**src/rtl/fmul_issue.sv**
```systemverilog
// fmul_issue: issue/staging stage in front of a combinational fmul datapath.
//
// Operand pairs {x1, x2, tag} are queued in a small FIFO. The head entry is
// popped onto mul_x1/mul_x2 and held there for MC_CYCLES cycles, because the
// external multiplier is a multicycle path. After that the product and the
// overflow flag are captured and returned with the tag. Results leave in
// acceptance order. A sticky overflow flag records any overflowing capture.
//
// Ports
//   clk, rst              clock; synchronous active-high reset
//   in_valid/in_ready     operand handshake; in_x1, in_x2, in_tag payload
//   mul_x1/mul_x2         registered operands to the multiplier
//   mul_y/mul_ovf         product and overflow from the multiplier
//   out_valid/out_ready   result handshake; out_y, out_tag, out_ovf payload
//   ovf_sticky/ovf_clr    sticky overflow flag and its clear
//   dbg_state/dbg_count   FSM state and FIFO occupancy, for observation only
//
// Handshakes: a transfer happens on a rising clk edge where valid && ready.
// A source holding valid keeps its payload stable until that edge. in_ready
// depends only on registered occupancy and rst, never on in_valid. out_valid
// stays high and out_y/out_tag/out_ovf stay stable until out_ready is seen.

module fmul_issue #(
  parameter int DEPTH     = 4,
  parameter int TAG_W     = 4,
  parameter int MC_CYCLES = 2
) (
  input  logic                   clk,
  input  logic                   rst,
  input  logic                   in_valid,
  output logic                   in_ready,
  input  logic [31:0]            in_x1,
  input  logic [31:0]            in_x2,
  input  logic [TAG_W-1:0]       in_tag,
  output logic [31:0]            mul_x1,
  output logic [31:0]            mul_x2,
  input  logic [31:0]            mul_y,
  input  logic                   mul_ovf,
  output logic                   out_valid,
  input  logic                   out_ready,
  output logic [31:0]            out_y,
  output logic [TAG_W-1:0]       out_tag,
  output logic                   out_ovf,
  output logic                   ovf_sticky,
  input  logic                   ovf_clr,
  output logic [1:0]             dbg_state,
  output logic [$clog2(DEPTH):0] dbg_count
);

  localparam int PW = $clog2(DEPTH);
  localparam int CW = PW + 1;
  localparam int MW = $clog2(MC_CYCLES + 1);
  localparam int EW = 64 + TAG_W;

  typedef enum logic [1:0] {
    S_IDLE = 2'd0,
    S_EXEC = 2'd1,
    S_DONE = 2'd2
  } state_e;

  logic [EW-1:0]    mem_q [DEPTH];
  logic [PW-1:0]    wr_ptr_q, wr_ptr_d, rd_ptr_q, rd_ptr_d;
  logic [CW-1:0]    count_q, count_d;
  state_e           state_q, state_d;
  logic [MW-1:0]    cnt_q, cnt_d;
  logic [31:0]      mul_x1_q, mul_x1_d, mul_x2_q, mul_x2_d;
  logic [TAG_W-1:0] tag_r_q, tag_r_d, out_tag_q, out_tag_d;
  logic [31:0]      out_y_q, out_y_d;
  logic             out_ovf_q, out_ovf_d;
  logic             out_valid_q, out_valid_d;
  logic             sticky_q, sticky_d;
  logic             push, pop, capture;
  logic [EW-1:0]    head;

  // No bypass: a full FIFO refuses even if a pop happens in the same cycle.
  assign in_ready = (count_q != CW'(DEPTH)) && !rst;
  assign push     = in_valid && in_ready;
  assign head     = mem_q[rd_ptr_q];

  // FSM next state. pop loads the head onto the multiplier inputs; capture
  // samples the multiplier once the operands have been stable MC_CYCLES cycles.
  always_comb begin
    state_d     = state_q;
    cnt_d       = cnt_q;
    out_valid_d = out_valid_q;
    pop         = 1'b0;
    capture     = 1'b0;
    case (state_q)
      S_IDLE: begin
        if (count_q != '0) begin
          pop     = 1'b1;
          cnt_d   = MW'(MC_CYCLES);
          state_d = S_EXEC;
        end
      end
      S_EXEC: begin
        cnt_d = cnt_q - MW'(1);
        if (cnt_q == MW'(1)) begin
          capture     = 1'b1;
          out_valid_d = 1'b1;
          state_d     = S_DONE;
        end
      end
      S_DONE: begin
        if (out_ready) begin
          out_valid_d = 1'b0;
          if (count_q != '0) begin
            pop     = 1'b1;
            cnt_d   = MW'(MC_CYCLES);
            state_d = S_EXEC;
          end else begin
            state_d = S_IDLE;
          end
        end
      end
      default: state_d = S_IDLE;
    endcase
  end

  // FIFO bookkeeping and datapath registers.
  always_comb begin
    wr_ptr_d  = push ? wr_ptr_q + PW'(1) : wr_ptr_q;
    rd_ptr_d  = pop  ? rd_ptr_q + PW'(1) : rd_ptr_q;
    count_d   = count_q + CW'(push) - CW'(pop);
    mul_x1_d  = mul_x1_q;
    mul_x2_d  = mul_x2_q;
    tag_r_d   = tag_r_q;
    out_y_d   = out_y_q;
    out_tag_d = out_tag_q;
    out_ovf_d = out_ovf_q;
    if (pop) begin
      mul_x1_d = head[EW-1 -: 32];
      mul_x2_d = head[EW-33 -: 32];
      tag_r_d  = head[TAG_W-1:0];
    end
    if (capture) begin
      out_y_d   = mul_y;
      out_ovf_d = mul_ovf;
      out_tag_d = tag_r_q;
    end
    // A new overflow capture takes priority over a clear in the same cycle.
    if (capture && mul_ovf) sticky_d = 1'b1;
    else if (ovf_clr)       sticky_d = 1'b0;
    else                    sticky_d = sticky_q;
  end

  // Storage array needs no reset: entries are only read after being written.
  always_ff @(posedge clk) begin
    if (push) mem_q[wr_ptr_q] <= {in_x1, in_x2, in_tag};
  end

  always_ff @(posedge clk) begin
    if (rst) begin
      wr_ptr_q    <= '0;
      rd_ptr_q    <= '0;
      count_q     <= '0;
      state_q     <= S_IDLE;
      cnt_q       <= '0;
      mul_x1_q    <= '0;
      mul_x2_q    <= '0;
      tag_r_q     <= '0;
      out_y_q     <= '0;
      out_tag_q   <= '0;
      out_ovf_q   <= 1'b0;
      out_valid_q <= 1'b0;
      sticky_q    <= 1'b0;
    end else begin
      wr_ptr_q    <= wr_ptr_d;
      rd_ptr_q    <= rd_ptr_d;
      count_q     <= count_d;
      state_q     <= state_d;
      cnt_q       <= cnt_d;
      mul_x1_q    <= mul_x1_d;
      mul_x2_q    <= mul_x2_d;
      tag_r_q     <= tag_r_d;
      out_y_q     <= out_y_d;
      out_tag_q   <= out_tag_d;
      out_ovf_q   <= out_ovf_d;
      out_valid_q <= out_valid_d;
      sticky_q    <= sticky_d;
    end
  end

  assign mul_x1     = mul_x1_q;
  assign mul_x2     = mul_x2_q;
  assign out_valid  = out_valid_q;
  assign out_y      = out_y_q;
  assign out_tag    = out_tag_q;
  assign out_ovf    = out_ovf_q;
  assign ovf_sticky = sticky_q;
  assign dbg_state  = state_q;
  assign dbg_count  = count_q;

endmodule

```
**config.mk**
```make
export PLATFORM = sky130hd
export DESIGN_NAME = fmul_issue
export DESIGN_NICKNAME = d
export VERILOG_FILES = /design/src/rtl/fmul_issue.sv
export SDC_FILE = /design/constraint.sdc
export NUM_CORES = 1
export LEC_CHECK = 0
export ABC_CLOCK_PERIOD_IN_PS = 3200
export BUFFER_PORTS_ARGS = -buffer_cell sky130_fd_sc_hd__buf_2
export CELL_PAD_IN_SITES_DETAIL_PLACEMENT = 1
export CELL_PAD_IN_SITES_GLOBAL_PLACEMENT = 1
export CORE_UTILIZATION = 47
export DETAILED_ROUTE_END_ITERATION = 10
export GPL_TIMING_DRIVEN = 0
export PLACE_DENSITY_LB_ADDON = 0.1
export SETUP_SLACK_MARGIN = 0.3
export SKIP_CTS_REPAIR_TIMING = 1
export SYNTH_ARGS = -nofsm -noshare
export SYNTH_HDL_FRONTEND = slang
export SYNTH_SLANG_ARGS = --single-unit
```
**constraint.sdc**
```tcl
create_clock -name clk -period 3.2 [get_ports clk]
set_input_delay 0.16 -clock clk [delete_from_list [all_inputs] [get_ports clk]]
set_output_delay 0.16 -clock clk [all_outputs]
set_load 0.03 [all_outputs]
```
==> metrics <==
TritonCTS Buffers=41; DR vias=9564; post-synthesis async set-or-reset flop share=0%; Die ar.=32000 um^2; reg2reg setup slack=0.51 ns; PortBufs=214; Placement Setup Slack=0.177 ns; initial antenna violation count=2; gpl congestion=0.740; Final setup viols=0; endpoint type of the worst setup path=register; ys flop type=edfxtp_1; Static Leak=0.00682 uW; GRT overflow=0; P&R area growth vs syn=27.2%; Total Routed Length=38500 um; Fmax achieved=371 MHz; Fin. Hold Viols=1; HPWL after DPL=24000 um; Synth Instances=919; starting density of the core=47.9%; max_slew headroom=48.4%; Hold Slack=-0.0293 ns; crit-path max FO=7; Max VDD drop=0.567 mV; DP Area=16400 um^2; Hold WC Path Type=in2reg; die width=179 um; remaining antenna violation count=0; share of cells above drive strength 1=30.3%; Max Root-Sink Buffers=3; WS Path Type=reg2reg; Setup Skew=0.0184 ns; first-pass GRT wire length=56000 um; yosys warns=0; Seq/Total Area, Yosys=71.7%; Post-synth EDFFs=272; Hold Path Origin=out_ready; first drt pass iteration count=5; commonest cells after routing, fill and taps aside=edfxtp_1 (272), buf_2 (251), dfxtp_1 (118), a21oi_1 (111), dlygate4sd3_1 (103); setup_tns=0 ns; mapped cell area=14700 um^2; via density per instance=5.59; Syn Nets=1033; worst skew pair latency=0.53 ns; H-tree levels=2; Finished Cell Area=18700 um^2; Clk Tree Root Cell=clkbuf_16; Rows=64; RSZ-0062 raised after global routing=false; crit-path max cell delay=0.51 ns; Cell variety after synth=35; Top cell by count, worst path=inv_1; DRC errors left=0; CP startpoint kind=register; Reg-to-Reg End=dbg_count[2]; reg2reg path depth=11; CTS tree=built; I/O Pins=215; largest net degree at the start of global routing=48; core area=30700 um^2; nets=1399; clk slew on worst S/H paths=0.06 ns; placed cells=1533; post-route setup slack=0.505 ns; Tmin final=2.69 ns; Req. time, crit path=3.65 ns; Cell Pwr Density=840 nW/um^2; register bit count reported by yosys=390; failing checks=negative hold slack; fin cells=1712; vias in the first global route=9632; commonest non-fill, non-tap cell in the layout=edfxtp_1; GRT Util Overall=23.4%; status=complete, but fails checks; Avg WL per Cell=22.5 um; Worst EP arrival=3.14 ns; WHS Endpoint=out_valid; Worst Tran Pin Value=0.773 ns; worst hold stages=4; FF-to-FF Start=dbg_count[1]; final worst path period share=84.2%; final max-slew violation count=0; CP max-delay cell=dfxtp_1; Die Ht=179 um; clock sinks=390; initial drt markers=538; Syn Area/Cell=16.0 um^2; crit path cell chain=nor3b_1 > nor3b_2 > inv_1 > ha_1 > inv_1 > ha_1 > inv_1 > fa_1 > xor2_1 > and2_1 > nor3_1; max-cap violation count=0
[logic make-up after synthesis]
| logic type | Yosys count | share of synthesized area [%] |
|---|---|---|
| DFF | 390 | 71.7 |
| buffers and inverters | 90 | 3.18 |
| xor gates and xnor gates | 1 | 0.0597 |
| adders and majority gates | 8 | 0.733 |
| AOI/OAI and AO/OA | 185 | 7.56 |
| muxes | 71 | 10.7 |
| and+or+nand+nor | 174 | 6.11 |
[synthesized netlist by cell type (2+ instances only)]
cell type,count,share of area [%]
mux2_1,2,0.15
and2_1,5,0.21
nand4_1,69,2.9
buf_6,11,0.84
inv_1,7,0.18
clkbuf_1,28,0.72
nor3_1,2,0.068
a21oi_1,111,3.8
nor2b_1,4,0.17
nand2b_1,5,0.21
ha_1,7,0.60
o31ai_1,69,3.5
nor2_1,6,0.15
buf_2,37,1.3
edfxtp_1,272,56
nand2_1,76,1.9
buf_1,6,0.15
mux4_2,68,10
dfxtp_1,118,16
[metrics by stage]
stage	hold slack (ns)	power, uW	util (%)
2_1_floorplan	0.259	9690	-
3_3_place_gp	0.373	11100	53.0
3_5_place_dp	0.376	11200	53.4
4_1_cts	-0.174	15700	57.5
5_1_grt	0.00118	16400	60.9
6_report	-0.0293	15700	60.9
[flip-flops by register name, summed over array words and instances (netlist names), 3 cells and up]
name,cells
out_tag,4
tag_r_q,4
dbg_count,3
mul_x1,32
mul_x2,32
mem_q,272
out_y,32
[area by class of cell]
class | count | area [um^2]
Multi-Input combinational cell | 439 | 3700
Sequential cell | 390 | 10500
Fill cell | 2912 | 12000
Tap cell | 396 | 495
Timing Repair Buffer | 323 | 2230
Antenna cell | 2 | 5.00
Clock inverter | 8 | 36.3
Clock buffer | 64 | 1210
Inverter | 8 | 30.0
Buffer | 82 | 437
[power by group]
group | total, uW | switching (uW) | internal, uW
clock | 4460 | 1870 | 2590
combinational | 4820 | 2980 | 1840
sequential | 6410 | 353 | 6060
total | 15700 | 5200 | 10500
[layer usage]
layer | share of wire [%] | vias to the layer above | global-route usage (%)
met5 | 0 | - | 0
met4 | 2.1 | 0 | 6.53
met3 | 5.4 | 63 | 4.39
met2 | 49 | 275 | 39.3
met1 | 44 | 4864 | 31.3
li1 | - | 4362 | -
[how the worst max path moves through the flow]
stage,startpoint,to,slack [ns],cells after the start
global placement,dbg_count[1],mem_q[0][32],0.05,3
floorplan,dbg_count[1],dbg_count[2],0.71,11
detailed placement,dbg_count[1],dbg_count[2],0.18,11
finish,dbg_count[1],dbg_count[2],0.51,11
CTS,dbg_count[1],dbg_count[2],0.14,11
global route,dbg_count[1],dbg_count[2],0.30,11
[worst max-delay path: cells and delay by family, from the launching register on]
kind | cells | cell delay (ns)
and+or+nand+nor | 4 | 0.92
adders and majority gates | 3 | 0.83
DFF | 1 | 0.51
buffers and inverters | 3 | 0.21
xor gates and xnor gates | 1 | 0.16
Note: power is estimated with default switching activity, not from simulation.
